### config.mk
export PLATFORM = sky130hd
export DESIGN_NAME = ped_request_ctrl
export DESIGN_NICKNAME = d
export VERILOG_FILES = /design/src/rtl/ped_pkg.sv /design/src/rtl/ped_sync.sv /design/src/rtl/ped_request_ctrl.sv
export SDC_FILE = /design/constraint.sdc
export NUM_CORES = 1
export LEC_CHECK = 0
export ABC_AREA = 1
export BUFFER_PORTS_ARGS = -buffer_cell sky130_fd_sc_hd__buf_4
export CAP_MARGIN = 20
export CORE_ASPECT_RATIO = 0.7
export CORE_UTILIZATION = 26
export DETAILED_ROUTE_END_ITERATION = 6
export GPL_TIMING_DRIVEN = 0
export PLACE_DENSITY = 0.46
export RECOVER_POWER = 25
export SLEW_MARGIN = 40
export SYNTH_ARGS = -nofsm -noshare
export SYNTH_HDL_FRONTEND = slang
export SYNTH_HIERARCHICAL = 1
export SYNTH_SLANG_ARGS = --single-unit
### constraint.sdc
create_clock -name clk_ped -period 1.8 [get_ports clk_ped]
set_clock_uncertainty 0.2 [all_clocks]
set_input_delay 0.09 -clock clk_ped [delete_from_list [all_inputs] [get_ports clk_ped]]
set_output_delay 0.09 -clock clk_ped [all_outputs]
set_load 0.005 [all_outputs]
### src/rtl/ped_pkg.sv
// Shared types and default timing constants for the pedestrian request controller.
package ped_pkg;

  typedef enum logic [2:0] {
    ST_IDLE     = 3'd0,
    ST_REQ      = 3'd1,
    ST_WALK     = 3'd2,
    ST_CLEAR    = 3'd3,
    ST_RELEASE  = 3'd4,
    ST_COOLDOWN = 3'd5
  } ped_state_t;

  localparam int unsigned WALK_CYCLES_DEF  = 16;
  localparam int unsigned CLEAR_CYCLES_DEF = 8;
  localparam int unsigned FLASH_DIV_DEF    = 2;
  localparam int unsigned MIN_GAP_DEF      = 4;
  localparam int unsigned SYNC_STAGES_DEF  = 2;

  function automatic int unsigned ped_max4(input int unsigned a, input int unsigned b,
                                           input int unsigned c, input int unsigned d);
    int unsigned m;
    m = a;
    if (b > m) m = b;
    if (c > m) m = c;
    if (d > m) m = d;
    return m;
  endfunction

endpackage

### src/rtl/ped_sync.sv
// Multi-flop synchronizer for asynchronous level inputs; chain clears to 0 on reset.
module ped_sync #(
  parameter int STAGES = 2,
  parameter int W      = 1
) (
  input  logic         clk_i,
  input  logic         rst_ni,
  input  logic [W-1:0] d_i,
  output logic [W-1:0] q_o
);

  logic [STAGES-1:0][W-1:0] chain_q;

  always_ff @(posedge clk_i) begin
    if (!rst_ni) chain_q <= '0;
    else         chain_q <= {chain_q[STAGES-2:0], d_i};
  end

  assign q_o = chain_q[STAGES-1];

endmodule

### src/rtl/ped_request_ctrl.sv
// Pedestrian-side initiator of the 4-phase req/grant crossing handshake:
// button sync + edge detect, request, WALK, flashing CLEAR, release and cooldown.
module ped_request_ctrl
  import ped_pkg::*;
#(
  parameter int unsigned WALK_CYCLES  = WALK_CYCLES_DEF,
  parameter int unsigned CLEAR_CYCLES = CLEAR_CYCLES_DEF,
  parameter int unsigned FLASH_DIV    = FLASH_DIV_DEF,
  parameter int unsigned MIN_GAP      = MIN_GAP_DEF,
  parameter int unsigned SYNC_STAGES  = SYNC_STAGES_DEF
) (
  input  logic clk_ped,
  input  logic rst_ped_n,
  input  logic button,
  input  logic grant_async,
  output logic req,
  output logic walk,
  output logic waiting,
  output logic busy
);

  localparam int unsigned CMAX = ped_max4(WALK_CYCLES, CLEAR_CYCLES, FLASH_DIV, MIN_GAP);
  localparam int          CW   = $clog2(CMAX) + 1;

  localparam logic [CW-1:0] WALK_LOAD  = CW'(WALK_CYCLES - 1);
  localparam logic [CW-1:0] CLEAR_LOAD = CW'(CLEAR_CYCLES - 1);
  localparam logic [CW-1:0] FDIV_LOAD  = CW'(FLASH_DIV - 1);
  localparam logic [CW-1:0] GAP_LOAD   = CW'(MIN_GAP - 1);
  localparam logic [CW-1:0] ONE        = CW'(1);

  logic button_s, grant_s, btn_q, press;

  ped_state_t    state_q, state_d;
  logic [CW-1:0] cnt_q, cnt_d;
  logic [CW-1:0] fdiv_q, fdiv_d;
  logic          flash_q, flash_d;
  logic          pending_q, pending_d;
  logic          req_q, req_d, walk_q, walk_d, waiting_q, waiting_d, busy_q, busy_d;

  ped_sync #(.STAGES(SYNC_STAGES), .W(1)) u_sync_button (
    .clk_i (clk_ped),
    .rst_ni(rst_ped_n),
    .d_i   (button),
    .q_o   (button_s)
  );

  ped_sync #(.STAGES(SYNC_STAGES), .W(1)) u_sync_grant (
    .clk_i (clk_ped),
    .rst_ni(rst_ped_n),
    .d_i   (grant_async),
    .q_o   (grant_s)
  );

  assign press = button_s & ~btn_q;

  always_ff @(posedge clk_ped) begin
    if (!rst_ped_n) begin
      state_q   <= ST_IDLE;
      cnt_q     <= '0;
      fdiv_q    <= '0;
      flash_q   <= 1'b0;
      pending_q <= 1'b0;
      btn_q     <= 1'b0;
      req_q     <= 1'b0;
      walk_q    <= 1'b0;
      waiting_q <= 1'b0;
      busy_q    <= 1'b0;
    end else begin
      state_q   <= state_d;
      cnt_q     <= cnt_d;
      fdiv_q    <= fdiv_d;
      flash_q   <= flash_d;
      pending_q <= pending_d;
      btn_q     <= button_s;
      req_q     <= req_d;
      walk_q    <= walk_d;
      waiting_q <= waiting_d;
      busy_q    <= busy_d;
    end
  end

  always_comb begin
    state_d   = state_q;
    cnt_d     = cnt_q;
    fdiv_d    = fdiv_q;
    flash_d   = flash_q;
    pending_d = pending_q;
    case (state_q)
      ST_IDLE: begin
        if (press || pending_q) begin
          state_d   = ST_REQ;
          pending_d = 1'b0;
        end
      end
      ST_REQ: begin
        if (grant_s) begin
          state_d = ST_WALK;
          cnt_d   = WALK_LOAD;
        end
      end
      ST_WALK: begin
        // A dropped grant is a traffic abort and beats counter expiry.
        if (!grant_s) begin
          state_d = ST_RELEASE;
        end else if (cnt_q == '0) begin
          state_d = ST_CLEAR;
          cnt_d   = CLEAR_LOAD;
          flash_d = 1'b1;
          fdiv_d  = FDIV_LOAD;
        end else begin
          cnt_d = cnt_q - ONE;
        end
      end
      ST_CLEAR: begin
        if (!grant_s || cnt_q == '0) begin
          state_d = ST_RELEASE;
        end else begin
          cnt_d = cnt_q - ONE;
          if (fdiv_q == '0) begin
            flash_d = ~flash_q;
            fdiv_d  = FDIV_LOAD;
          end else begin
            fdiv_d = fdiv_q - ONE;
          end
        end
      end
      ST_RELEASE: begin
        if (!grant_s) begin
          state_d = ST_COOLDOWN;
          cnt_d   = GAP_LOAD;
        end
      end
      ST_COOLDOWN: begin
        if (cnt_q == '0) state_d = ST_IDLE;
        else             cnt_d   = cnt_q - ONE;
      end
      default: state_d = ST_IDLE;
    endcase
    // Presses while the crossing is in progress coalesce into one follow-up request.
    if (press && (state_q == ST_WALK || state_q == ST_CLEAR ||
                  state_q == ST_RELEASE || state_q == ST_COOLDOWN))
      pending_d = 1'b1;
  end

  // Outputs derive from the next state so they switch on the same edge as the state.
  always_comb begin
    req_d     = (state_d == ST_REQ) || (state_d == ST_WALK) || (state_d == ST_CLEAR);
    walk_d    = (state_d == ST_WALK) || ((state_d == ST_CLEAR) && flash_d);
    waiting_d = (state_d == ST_REQ);
    busy_d    = (state_d != ST_IDLE);
  end

  assign req     = req_q;
  assign walk    = walk_q;
  assign waiting = waiting_q;
  assign busy    = busy_q;

endmodule

==> impl_summary.md, run 1 <==
Synth
The xor-xnor portion of the synthesized cell area is under 10%. The number of warnings issued by yosys is 6. The synthesized netlist contains 23 unique library cells. After Yosys synthesis, and, or, nand and nor cells account for between 30% and 40% of the synthesized area.

Synthesis produced a netlist whose cell count is between 150 and 200. The synthesized net count is 205. The adder-cell area share of the yosys netlist is approximately 5.7%.

The top cell type by area accounts for between 30 and 40% of the synthesized area. The main combinational cell family by area after synthesis is simple AND/OR/NAND/NOR gates. Dividing the synthesized area by the synthesized cell count gives between 6 and 7 µm². Sequential cells were found to cover between 30% and 40% of the synthesized design area. The register bit total from synthesis is 24. In this run the cell area of the synthesized design comes to 0.00131 mm². By area the synthesized netlist is led by sky130_fd_sc_hd__dfxtp_1, sky130_fd_sc_hd__nand2_1, sky130_fd_sc_hd__inv_1. Multiplexer cells account for 0% of the synthesized area. The largest total area in the synthesized netlist belongs to sky130_fd_sc_hd__dfxtp_1. The complex-gate fraction of the synthesized area is approximately 12%.

Critical path
STA puts the critical path data arrival time at ~1.7 ns. The largest fanout of any net on the critical path is 6. The sort of element at the end of the critical path is a flip-flop.

The type of the worst setup path is flip-flop to flip-flop. In this run the register-to-register setup slack is about 0.057 ns. The nature of the critical path startpoint is a flip-flop. STA puts the critical path data required time at 1.80 ns.

Routing
The total via count after detailed routing is between 1000 and 1500. The first TritonRoute pass finished after 4 iterations. The routed wire length per instance is around 11 µm. The post-detailed-route count of antenna-violating nets is 0. The final routed wirelength across all metal layers is just over 3000 µm. For this run, design rule violations remaining after detail routing come to 0. The detailed router finished its first iteration with 75 violations. Using the TritonRoute via totals, the vias-per-cell ratio works out to 4.29.

Power
In this run, flip-flops and latches consume about half of the power. The switching fraction of total power is 25.4%. The cell leakage power is slightly above 0.8 nW. The power density over the cells is approximately 620 mW/mm².

The share of power burned in the clock network is between 30% and 40%. In this run, the combinational gates consume between 10% and 20% of the power. The largest voltage drop on the vdd net is about 0.26 mV.

The switching power total is 276 µW. Power comes to between 1 and 1.5 mW. The cell-internal power is around 800 µW.

STA
The number of max-slew violations in the final report is 0. Once routing completed, OpenROAD measured the worst setup slack at between 0.05 and 0.06 ns. The count of final hold-check violations is 0.

The worst slew slack as a fraction of its limit is 83.5%. At the pin with the least slew margin, the transition time is approximately 0.25 ns. The maximum clock frequency is roughly 0.57 GHz. The post-route clock period utilization is approximately 97%. Setup repair after global routing could not meet its margin everywhere. The setup TNS is 0 ns.

Setup violations remaining at the end of the flow were counted as 0. The time the worst path needs with I/O delays and setup is roughly 1.7 ns.

Floorplan
After floorplanning, the core was divided into 21 placement rows. The floorplan step defined a die boundary enclosing between 0.005 and 0.006 mm². The x dimension of the die is roughly 87 µm. The die is around 61 µm tall. The core region is 0.00481 mm². 8 I/O pins were placed. Once the floorplan was initialized, standard cells occupied roughly 27% of the core.

Clocking
The number of clock buffers added by TritonCTS is 3. The clock-pin slew of the registers on the worst-case setup and hold paths is around 0.080 ns. The later pin in the worst-skew pair is clocked with a latency of about 0.27 ns. The clock root buffer is sky130_fd_sc_hd__clkbuf_8. The deepest clock path buffer count is 2. CTS built an H-tree with a depth of 1. TritonCTS built the clock tree.

The number of clock sinks seen by CTS is 24.

GRT
The number of antenna violations at the first check in global routing is 0. The maximum number of pins on one net before global-route repair is 14. For this run the aggregate overflow at the end of global routing stands at 0.

The global router's overall resource usage is between 10% and 20%. The number of global-route vias before repair is 995. The first global-routing pass estimated 4760 µm of wire.

Placement
After legalization and detailed placement, the total HPWL measured approximately 2100 µm. At the end of routability-driven placement, the weighted congestion stood at approximately 0.77. The number of I/O port buffers is 7. The number of placed instances, taps included, is 271.

Before CTS, the worst setup slack after placement is -0.177 ns.

Finish
The antenna cell count is 0. The area growth from synthesis to layout is 33.6%. The ratio of cells with drive above 1 in the final layout is 26.4%.

For this run, the number of standard cells in the final layout without fillers is 285. In the final design database the tool counted about 230 nets.

Hold path
The path class of the lowest-slack min-delay path is flip-flop to flip-flop.

Status
The flow ran to the end, and the final reports show no timing, DRC or antenna violations.

Run
Max-cap violations in this run came to 0.
[state kept, by name (all words and copies together), names as in the netlist]
register,flops
req,1
flash_q,1
busy,1
waiting,1
pending_q,1
u_sync_button/chain_q,1
state_q,3
u_sync_grant/q_o,1
walk,1
btn_q,1
u_sync_button/q_o,1
cnt_q,5
u_sync_grant/chain_q,1
fdiv_q,5
[cell families (layout without fill, tap and decap cells)]
| group | after synthesis | count (layout) |
|---|---|---|
| xor gates and xnor gates | 3 | 3 |
| AOI/OAI and AO/OA | 29 | 29 |
| buffers and inverters | 36 | 57 |
| and+or+nand+nor | 97 | 97 |
| adders and majority gates | 6 | 6 |
| DFF | 24 | 24 |
[cell usage after synthesis]
library cell / count
sky130_fd_sc_hd__a21oi_1: 9
sky130_fd_sc_hd__nand3_2: 3
sky130_fd_sc_hd__nor2_1: 25
sky130_fd_sc_hd__buf_2: 1
sky130_fd_sc_hd__nand2_2: 2
sky130_fd_sc_hd__nor3_1: 2
sky130_fd_sc_hd__inv_1: 32
sky130_fd_sc_hd__nand2_1: 46
sky130_fd_sc_hd__a21oi_2: 2
sky130_fd_sc_hd__o21ai_0: 10
sky130_fd_sc_hd__o22ai_1: 1
sky130_fd_sc_hd__o211a_1: 1
sky130_fd_sc_hd__inv_2: 3
sky130_fd_sc_hd__nand4_1: 3
sky130_fd_sc_hd__ha_1: 6
sky130_fd_sc_hd__nand3b_1: 1
sky130_fd_sc_hd__xor2_1: 3
sky130_fd_sc_hd__nand3_1: 11
sky130_fd_sc_hd__o21bai_1: 1
sky130_fd_sc_hd__nor2_2: 3
sky130_fd_sc_hd__o21ai_1: 5
sky130_fd_sc_hd__nand2_4: 1
sky130_fd_sc_hd__dfxtp_1: 24
[area by class of cell]
class | instances | area [µm²]
Buffer | 1 | 5.00
Clock buffer | 4 | 55.1
Fill cell | 528 | 3060
Inverter | 35 | 136
Multi-Input combinational cell | 135 | 825
Sequential cell | 24 | 487
Tap cell | 69 | 86.3
Timing Repair Buffer | 17 | 156
[worst paths after layout]
kind,startpoint,end,cells past startpoint
min,u_sync_button/chain_q[0]$_SDFF_PN0_,u_sync_button/q_o$_SDFF_PN0_,2
max reg2reg,cnt_q[0]$_SDFFE_PN0P_,cnt_q[4]$_SDFFE_PN0P_,11
min reg2reg,u_sync_button/chain_q[0]$_SDFF_PN0_,u_sync_button/q_o$_SDFF_PN0_,2
max,cnt_q[0]$_SDFFE_PN0P_,cnt_q[4]$_SDFFE_PN0P_,11
[worst max-delay path: stages, from the launching register on]
cell                      delay (ns)
sky130_fd_sc_hd__dfxtp_2        0.33
sky130_fd_sc_hd__inv_2          0.09
sky130_fd_sc_hd__ha_4           0.14
sky130_fd_sc_hd__inv_1          0.04
sky130_fd_sc_hd__nor2_2         0.14
sky130_fd_sc_hd__nand2_4        0.13
sky130_fd_sc_hd__buf_6          0.15
sky130_fd_sc_hd__nand2_1        0.06
sky130_fd_sc_hd__nand3_2        0.09
sky130_fd_sc_hd__nand3_4        0.12
sky130_fd_sc_hd__nand2_1        0.06
sky130_fd_sc_hd__a21oi_1        0.13
[power groups by stage]
stage / combinational, mW / sequential [mW] / clock, mW
after detailed placement: 0.107 / 0.570 / 0
final: 0.160 / 0.561 / 0.369
after global placement: 0.110 / 0.570 / 0
after floorplan: 0.0756 / 0.568 / 0
after CTS: 0.119 / 0.558 / 0.380
after global routing: 0.176 / 0.563 / 0.403
[through the flow]
stage	hold WS, ns	instance area (µm²)	util [%]
2_1_floorplan	-0.0165	1310	-
4_1_cts	0.221	1590	33.0
3_5_place_dp	0.0733	1450	30.1
6_report	0.218	1750	36.4
5_1_grt	0.235	1750	36.4
3_3_place_gp	0.0725	1450	30.1
[timing repair]
item                                    4_1_cts  5_1_grt
hold buffers                                  5        0
gates cloned                                  0        0
pin swaps                                     2        7
resized for setup                             5       35
endpoints found under the hold margin         4        0
endpoints found under the setup margin       15       16
setup buffers                                 1        4
[cells in the final DEF (no fill, tap or decap), drive strengths merged]
master and n:
o21ai 15, inv 35, o211a 1, nand3 14, o22ai 1, nor2 28
o21bai 1, nand2 49, dfxtp 24, nand3b 1, buf 9, clkbuf 8
xor2 3, a21oi 11, dlygate4sd3 5, nand4 3, nor3 2, ha 6
[per-layer routing]
metal  vias up  wire length, µm  part of all wire [%]  track usage [%]
met4         0               12                  0.39             2.14
li1        653                -                     -                -
met2        19             1280                    42             16.4
met5         -                0                     0                0
met1       548             1610                    53             17.8
met3         2              137                   4.5             3.22
Power figures use the tool's default switching activity.
==> inputs of run 2 (changes only) <==
--- a/config.mk
+++ b/config.mk
@@ -8,11 +8,13 @@
 export ABC_AREA = 1
 export BUFFER_PORTS_ARGS = -buffer_cell sky130_fd_sc_hd__buf_4
 export CAP_MARGIN = 20
+export CELL_PAD_IN_SITES_DETAIL_PLACEMENT = 0
+export CELL_PAD_IN_SITES_GLOBAL_PLACEMENT = 1
 export CORE_ASPECT_RATIO = 0.7
 export CORE_UTILIZATION = 26
 export DETAILED_ROUTE_END_ITERATION = 6
 export GPL_TIMING_DRIVEN = 0
-export PLACE_DENSITY = 0.46
+export PLACE_DENSITY = 0.58
 export RECOVER_POWER = 25
 export SLEW_MARGIN = 40
 export SYNTH_ARGS = -nofsm -noshare
==> impl_summary.md, run 2 (synthesis gave the netlist of run 1 again) <==
Hold path
The cell depth of the worst hold path is 2 (unchanged). The path class of the lowest-slack min-delay path was flip-flop to flip-flop (unchanged). The endpoint with the worst hold slack is u_sync_button/q_o$_SDFF_PN0_ (unchanged). The critical hold path startpoint is u_sync_button/chain_q[0]$_SDFF_PN0_ (unchanged).

Critical path
The highest cell delay on the worst timing path was 0.35 ns (was 0.33 ns). The number of cells traversed by the worst register-to-register path is 13 (was 11). The register-to-register setup slack is 0.1 ns (was 0.06 ns). The standard cell with the maximum stage delay on the critical path is sky130_fd_sc_hd__dfxtp_2 (unchanged). The type of the worst setup path was flip-flop to flip-flop (unchanged).

The largest fanout of any net on the critical path came to 8 (was 6). CP Cell Sequence: inv_4, ha_4, inv_2, nor2_2, nand2_4, nand3_4, nand2_8, inv_6, nand2_4, nand2_4, nand2_1, nand2_1, nand2_1 (was inv_2, ha_4, inv_1, nor2_2, nand2_4, buf_6, nand2_1, nand3_2, nand3_4, nand2_1, a21oi_1). The sort of element at the end of the critical path is a flip-flop (unchanged). The critical register-to-register path startpoint is cnt_q[0]$_SDFFE_PN0P_ (unchanged). The nature of the critical path startpoint is a flip-flop (unchanged).

The worst path buffer plus inverter count is 3 (unchanged). The dominant delay contributor by cell family on the critical path is simple AND/OR/NAND/NOR gates (unchanged). The terminus of the critical flop-to-flop path is busy$_SDFF_PN0_ (was cnt_q[4]$_SDFFE_PN0P_). The start point of the critical path is cnt_q[0]$_SDFFE_PN0P_ (unchanged). The data required time at the worst endpoint is 1.77 ns (was 1.80 ns). The data arrival at the endpoint of the critical path is 1.68 ns (was 1.74 ns).

Clocking
The total number of H-tree levels came to 1 (unchanged). The number of clock sinks seen by CTS is 24 (unchanged). The deepest clock path buffer count is 2 (unchanged). The clock tree from TritonCTS was yes (unchanged).

The later-pin clock latency in the skew report is 0.27 ns (about the same). The clock root buffer is sky130_fd_sc_hd__clkbuf_8 (unchanged). The total clock buffers created by CTS was 3 (unchanged). The clock-pin slew of the registers on the worst-case setup and hold paths is 0.10 ns (was 0.08 ns).

GRT
The first-pass GRT wire length came to 4890 µm (was 4760 µm). The number of global-route vias before repair came to 993 (was 995). The aggregate global routing overflow is 0 (unchanged). The number of antenna violations at the first check in global routing is 0 (unchanged). The maximum number of pins on one net before global-route repair is 15 (was 14).

The global router's overall resource usage is 12.4% (was 11.7%).

Finish
Most frequent cells in the layout: sky130_fd_sc_hd__nand2_1, sky130_fd_sc_hd__inv_1, sky130_fd_sc_hd__nor2_1, sky130_fd_sc_hd__dfxtp_1, sky130_fd_sc_hd__o21ai_0 (was sky130_fd_sc_hd__nand2_1, sky130_fd_sc_hd__inv_1, sky130_fd_sc_hd__nor2_1). The number of nets at the end of the flow is 228 (was 227). The ratio of cells with drive above 1 in the final layout is 27.2% (was 26.4%). The count of fill cells added during filler insertion came to 533 (was 528). The antenna cell count came to 0 (unchanged). Top flop regs: cnt_q: 5 flops, fdiv_q: 5 flops, state_q: 3 flops (unchanged). The most common cell after layout, fill and taps aside is sky130_fd_sc_hd__nand2_1 (unchanged).

The area added between synthesis and finish is 34.6% (was 33.6%). The final core utilization came to 36.7% (was 36.4%).

STA
The count of final hold-check violations is 0 (unchanged). The final setup slack of the worst path was 0.0975 ns (was 0.0574 ns). The number of endpoints failing setup at the final stage is 0 (unchanged). The number of max-slew violations in the final report is 0 (unchanged). The maximum clock frequency is 0.587 GHz (was 0.574 GHz). The worst-margin pin slew is 0.327 ns (was 0.247 ns). The time the worst path needs with I/O delays and setup is 1.70 ns (was 1.74 ns). The setup TNS is 0 ns (unchanged).

The worst slew slack as a fraction of its limit is 78.2% (was 83.5%). The post-route clock period utilization was 94.6% (was 96.8%).

Routing
The post-detailed-route count of antenna-violating nets is 0 (unchanged). The via count normalized by instance count was 4.31 (was 4.29). The violation count after the first detailed-route iteration is 46 (was 75).

The routed wire length per instance is 10.9 µm (was 10.7 µm). The total via count after detailed routing is 1233 (was 1222). The number of remaining DRC errors is 0 (unchanged). The final routed wirelength across all metal layers is 3110 µm (was 3040 µm). The iteration count of the initial detailed-routing pass is 4 (unchanged).

Floorplan
The x dimension of the die came to 86.8 µm (unchanged). The full die area is 0.00533 mm² (unchanged). The die height is 61.4 µm (unchanged). The core box area is 0.00481 mm² (unchanged). The count of standard-cell rows is 21 (unchanged). The I/O pin total is 8 (unchanged). The initial core utilization was 27.2% (unchanged).

Placement
The minimum setup slack after placement is -0.200 ns (was -0.177 ns). The final HPWL from detailed placement is 2220 µm (was 2110 µm). The number of I/O port buffers is 7 (unchanged). The weighted congestion reported at the end of routability-driven placement was 0.769 (was 0.773).

Status
Run status: completed (unchanged).

Power
The cell leakage power came to 0.832 nW (about the same). The power density over the cells came to 679 mW/mm² (was 622 mW/mm²). The largest voltage drop on the vdd net is 0.295 mV (was 0.259 mV).

Run
The max-cap check violation count is 0 (unchanged).
==> run 2: where the power goes <==
part,switching [mW],internal [mW]
clock network,0.191,0.298
registers,0.0138,0.548
logic,0.0838,0.0627
total,0.289,0.908
==> run 2: tightest hold or removal path: cells and delay by family (launching register included) <==
family	cells	cell delay, ns
and+or+nand+nor	1	0.04
buffers and inverters	1	0.04
DFF	1	0.31
==> run 2: area by class of cell <==
cell class / instances / area [µm²] / area share [%]
Sequential cell: 24 / 487 / 27.6
Multi-Input combinational cell: 135 / 826 / 46.8
Inverter: 35 / 144 / 8.16
Buffer: 1 / 5.00 / 0.284
Timing Repair Buffer: 18 / 144 / 8.16
Clock inverter: 1 / 30.0 / 1.70
Tap cell: 69 / 86.3 / 4.90
Clock buffer: 3 / 41.3 / 2.34
==> run 2: worst max path at each step <==
stage	end	cells after the start
2_1_floorplan	walk$_SDFF_PN0_	12
3_3_place_gp	cnt_q[1]$_SDFFE_PN0P_	10
3_5_place_dp	cnt_q[4]$_SDFFE_PN0P_	11
4_1_cts	busy$_SDFF_PN0_	13
5_1_grt	fdiv_q[3]$_SDFFE_PN0P_	10
6_report	busy$_SDFF_PN0_	13
==> run 2: stage by stage <==
| step | total power [mW] | cell area [µm²] | hold WS [ns] | cells |
|---|---|---|---|---|
| 3_5_place_dp | 0.678 | 1450 | 0.0741 | 271 |
| 3_3_place_gp | 0.681 | 1450 | 0.0681 | 271 |
| 2_1_floorplan | 0.644 | 1310 | -0.0165 | 195 |
| 6_report | 1.20 | 1760 | 0.216 | 286 |
| 4_1_cts | 1.19 | 1630 | 0.220 | 282 |
| 5_1_grt | 1.26 | 1760 | 0.242 | 286 |
==> run 2: timing repair <==
action | CTS | global route
hold buffers | 5 | 0
pin swaps | 5 | 10
gates resized for setup | 14 | 31
buffers inserted | 2 | 4
setup endpoints to repair | 17 | 17
hold endpoints to repair | 4 | 0
==> run 2: layer usage <==
| layer | wire [µm] | global-route usage (%) | share of wire [%] | vias up |
|---|---|---|---|---|
| li1 | - | - | - | 666 |
| met1 | 1740 | 19.1 | 56 | 554 |
| met2 | 1270 | 16.8 | 41 | 11 |
| met3 | 78 | 3.62 | 2.5 | 2 |
| met4 | 14 | 2.14 | 0.45 | 0 |
| met5 | 0 | 0 | 0 | - |
==> inputs of run 3 (changes only) <==
--- a/config.mk
+++ b/config.mk
@@ -5,7 +5,6 @@
 export SDC_FILE = /design/constraint.sdc
 export NUM_CORES = 1
 export LEC_CHECK = 0
-export ABC_AREA = 1
 export BUFFER_PORTS_ARGS = -buffer_cell sky130_fd_sc_hd__buf_4
 export CAP_MARGIN = 20
 export CELL_PAD_IN_SITES_DETAIL_PLACEMENT = 0
@@ -14,7 +13,7 @@
 export CORE_UTILIZATION = 26
 export DETAILED_ROUTE_END_ITERATION = 6
 export GPL_TIMING_DRIVEN = 0
-export PLACE_DENSITY = 0.58
+export PLACE_DENSITY = 0.55
 export RECOVER_POWER = 25
 export SLEW_MARGIN = 40
 export SYNTH_ARGS = -nofsm -noshare
==> impl_summary.md, run 3 <==
Status
Run status: finished with violations (was completed). The checks that failed: setup timing.

Finish
The ratio of cells with drive above 1 in the final layout is 39.1% (was 27.2%). The area added between synthesis and finish is 42.8% (was 34.6%). Most frequent cells in the layout: sky130_fd_sc_hd__buf_4, sky130_fd_sc_hd__dfxtp_1, sky130_fd_sc_hd__nor2_1 (was sky130_fd_sc_hd__nand2_1, sky130_fd_sc_hd__inv_1, sky130_fd_sc_hd__nor2_1, sky130_fd_sc_hd__dfxtp_1, sky130_fd_sc_hd__o21ai_0).

The multi-input logic area is 987 µm² (was 826 µm²). The most common cell after layout, fill and taps aside is sky130_fd_sc_hd__buf_4 (was sky130_fd_sc_hd__nand2_1). The count of fill cells added during filler insertion is 523 (was 533). Top flop regs: cnt_q: 5 flops, fdiv_q: 5 flops, state_q: 3 flops (unchanged). The footprint of the flip-flops and latches was 490 µm² (was 487 µm²). The number of nets at the end of the flow is 203 (was 228). The antenna cell count was 0 (unchanged).

Clocking
The total number of H-tree levels was 1 (unchanged). The deepest clock path buffer count came to 2 (unchanged). The clock tree from TritonCTS is yes (unchanged). The number of clock sinks seen by CTS came to 24 (unchanged). The clock root buffer is sky130_fd_sc_hd__clkbuf_8 (unchanged). The clock-pin slew of the registers on the worst-case setup and hold paths is 0.09 ns (was 0.10 ns).

The total clock buffers created by CTS is 3 (unchanged). The later-pin clock latency in the skew report was 0.27 ns (about the same).

Synth
The netlist area before placement was 0.00138 mm² (was 0.00131 mm²). The most area-hungry cell type in the Yosys netlist was sky130_fd_sc_hd__dfxtp_1 (unchanged). The average size of a mapped cell came to 8.62 µm² (was 6.72 µm²). The cell with the most instances after synthesis is sky130_fd_sc_hd__dfxtp_1 (was sky130_fd_sc_hd__nand2_1).

The number of distinct standard cells referenced by the synthesized netlist is 50 (was 23). Leading post-synthesis cells by cell area: sky130_fd_sc_hd__dfxtp_1, sky130_fd_sc_hd__ha_1, sky130_fd_sc_hd__a21oi_1 (was sky130_fd_sc_hd__dfxtp_1, sky130_fd_sc_hd__nand2_1, sky130_fd_sc_hd__inv_1). The share of Yosys cell area claimed by the top area cell type is 34.8% (was 36.7%). The share of flip-flops with an asynchronous set or reset came to 0% (unchanged). The number of warnings issued by yosys came to 6 (unchanged). The sequential element share of the synthesized area is 34.8% (was 36.7%).

The register bit total from synthesis is 24 (unchanged). The synthesized instance count is 160 (was 195). The synthesized net count was 170 (was 205). The number of flops mapped to enable cells by yosys was 0 (unchanged). Commonest cells in the netlist: sky130_fd_sc_hd__dfxtp_1, sky130_fd_sc_hd__a21oi_1, sky130_fd_sc_hd__inv_1, sky130_fd_sc_hd__nor2_1, sky130_fd_sc_hd__nand2_1 (was sky130_fd_sc_hd__nand2_1, sky130_fd_sc_hd__inv_1, sky130_fd_sc_hd__nor2_1). The dominant synthesized flop cell is sky130_fd_sc_hd__dfxtp_1 (unchanged).

Placement
The final HPWL from detailed placement is 2710 µm (was 2220 µm). The minimum setup slack after placement came to -0.573 ns (was -0.200 ns). The weighted congestion reported at the end of routability-driven placement is 0.757 (was 0.769). The number of I/O port buffers was 7 (unchanged).

Routing
The violation count after the first detailed-route iteration came to 92 (was 46). The number of remaining DRC errors is 0 (unchanged). The post-detailed-route count of antenna-violating nets came to 0 (unchanged).

The via count normalized by instance count is 5.16 (was 4.31). The iteration count of the initial detailed-routing pass is 5 (was 4). The routed wire length per instance came to 15.6 µm (was 10.9 µm).

The total via count after detailed routing is 1347 (was 1233). The final routed wirelength across all metal layers is 4080 µm (was 3110 µm).

GRT
The number of antenna violations at the first check in global routing is 0 (unchanged). The aggregate global routing overflow is 0 (unchanged). The global router's overall resource usage is 16.0% (was 12.4%). The number of global-route vias before repair is 1367 (was 993). The maximum number of pins on one net before global-route repair is 15 (unchanged). The first-pass GRT wire length is 6900 µm (was 4890 µm).

STA
Setup repair after global routing could not meet its margin everywhere. The worst-margin pin slew is 0.447 ns (was 0.327 ns). The worst slew slack as a fraction of its limit is 70.0% (was 78.2%). The setup TNS came to -4.23 ns (was 0 ns).

The time the worst path needs with I/O delays and setup came to 2.20 ns (was 1.70 ns). The count of final hold-check violations is 0 (unchanged). The maximum clock frequency is 0.455 GHz (was 0.587 GHz). The number of endpoints failing setup at the final stage was 16 (was 0). The post-route clock period utilization is 122% (was 94.6%). The number of max-slew violations in the final report is 0 (unchanged). The final setup slack of the worst path is -0.399 ns (was 0.0975 ns).

Power
The cell leakage power is 0.778 nW (was 0.832 nW). The sum of internal, switching and leakage power is 1.21 mW (was 1.20 mW). The largest voltage drop on the vdd net is 0.311 mV (was 0.295 mV). The power density over the cells is 613 mW/mm² (was 679 mW/mm²).

Critical path
The type of the worst setup path is flip-flop to flip-flop (unchanged). The data required time at the worst endpoint is 1.80 ns (was 1.77 ns). The data arrival at the endpoint of the critical path is 2.20 ns (was 1.68 ns).

The number of cells traversed by the worst register-to-register path is 6 (was 13). The largest fanout of any net on the critical path is 3 (was 8). The standard cell with the maximum stage delay on the critical path is sky130_fd_sc_hd__or4b_4 (was sky130_fd_sc_hd__dfxtp_2). The sort of element at the end of the critical path is a flip-flop (unchanged). CP Cell Sequence: inv_2, ha_4, or4b_4, or4_1, a211o_1, a31oi_1 (was inv_4, ha_4, inv_2, nor2_2, nand2_4, nand3_4, nand2_8, inv_6, nand2_4, nand2_4, nand2_1, nand2_1, nand2_1).

The nature of the critical path startpoint is a flip-flop (unchanged). The highest cell delay on the worst timing path was 0.46 ns (was 0.35 ns).

Floorplan
The die height came to 62.9 µm (was 61.4 µm). The x dimension of the die came to 89.0 µm (was 86.8 µm). The core box area came to 0.00494 mm² (was 0.00481 mm²). The count of standard-cell rows is 21 (unchanged). The initial core utilization is 27.9% (was 27.2%). The full die area was 0.00560 mm² (was 0.00533 mm²).

The I/O pin total came to 8 (unchanged).

Hold path
The path class of the lowest-slack min-delay path is primary input to flip-flop (was flip-flop to flip-flop). The cell depth of the worst hold path was 3 (was 2).

Run
The max-cap check violation count came to 0 (unchanged).
run 3: cell types whose count changed after synthesis, sizes merged, moves of 3 or more:
cell,before,now
a211oi,0,5
a22oi,0,3
and2,0,5
clkbuf,0,6
inv,35,10
nand2,49,9
nand2b,0,4
nand3,14,3
nor2,28,10
nor2b,0,3
nor4b,0,3
o21ai,15,5
or3,0,8
xor2,3,0
run 3: layout make-up:
cell class | instances | area share [%]
tap | 69 | 4.38
inverter | 11 | 2.10
clock inverter | 1 | 1.52
timing repair buffer | 29 | 12.7
clock buffer | 3 | 2.10
sequential | 24 | 24.9
buffer | 7 | 2.16
multi-input combinational | 117 | 50.1
run 3: repair_timing:
item	CTS	global route
setup buffers	14	3
hold buffers	5	0
endpoints found under the hold margin	4	0
pin swaps	9	10
endpoints found under the setup margin	19	19
resized for setup	33	14
run 3: through the flow:
step	area [µm²]	cells	util, %	hold slack [ns]
global route	1970	261	39.9	0.175
CTS	1910	259	38.7	0.151
detailed placement	1550	236	31.3	0.0978
floorplan	1410	160	-	0.0117
finish	1970	261	39.9	0.153
global placement	1550	236	31.3	0.0982
run 3: cell families after synthesis:
logic type               after synthesis  synth area share (%)
XOR/XNOR                               2                  1.27
AO/OA/AOI/OAI                         45                  23.2
adder cells (fa/ha/maj)                6                  5.44
buffers and inverters                 19                  5.35
AND/OR/NAND/NOR                       63                  29.1
multiplexers                           1                 0.726
flip-flops                            24                  34.8
run 3: worst max-delay path, delay by kind of cell (launching register included):
| family | cells | cell delay, ns |
|---|---|---|
| and+or+nand+nor | 2 | 0.88 |
| AOI/OAI and AO/OA | 2 | 0.51 |
| DFF | 1 | 0.34 |
| adders and majority gates | 1 | 0.12 |
| buffers and inverters | 1 | 0.08 |
run 3: worst paths after layout:
check	from	end	slack [ns]
worst max-delay path	fdiv_q[1]$_SDFFE_PN0P_	walk$_SDFF_PN0_	-0.40
worst min-delay path	rst_ped_n	cnt_q[0]$_SDFFE_PN0P_	0.15
worst max register to register	fdiv_q[1]$_SDFFE_PN0P_	walk$_SDFF_PN0_	-0.40
worst min register to register	u_sync_button/chain_q[0]$_SDFF_PN0_	u_sync_button/q_o$_SDFF_PN0_	0.25
run 3: per-layer routing:
metal  vias to the layer above  GRT usage (%)  share of wire [%]
li1                        663              -                  -
met1                       666           23.3                 52
met2                        16           23.8                 45
met3                         2           3.70                3.0
met4                         0           3.57               0.47
met5                         -              0                  0
run 3: report_power, final:
part	switching, mW	leakage, nW	total, mW	internal, mW
registers	0.00902	0.198	0.552	0.543
logic	0.0826	0.544	0.164	0.0813
clock network	0.193	0.0357	0.491	0.298
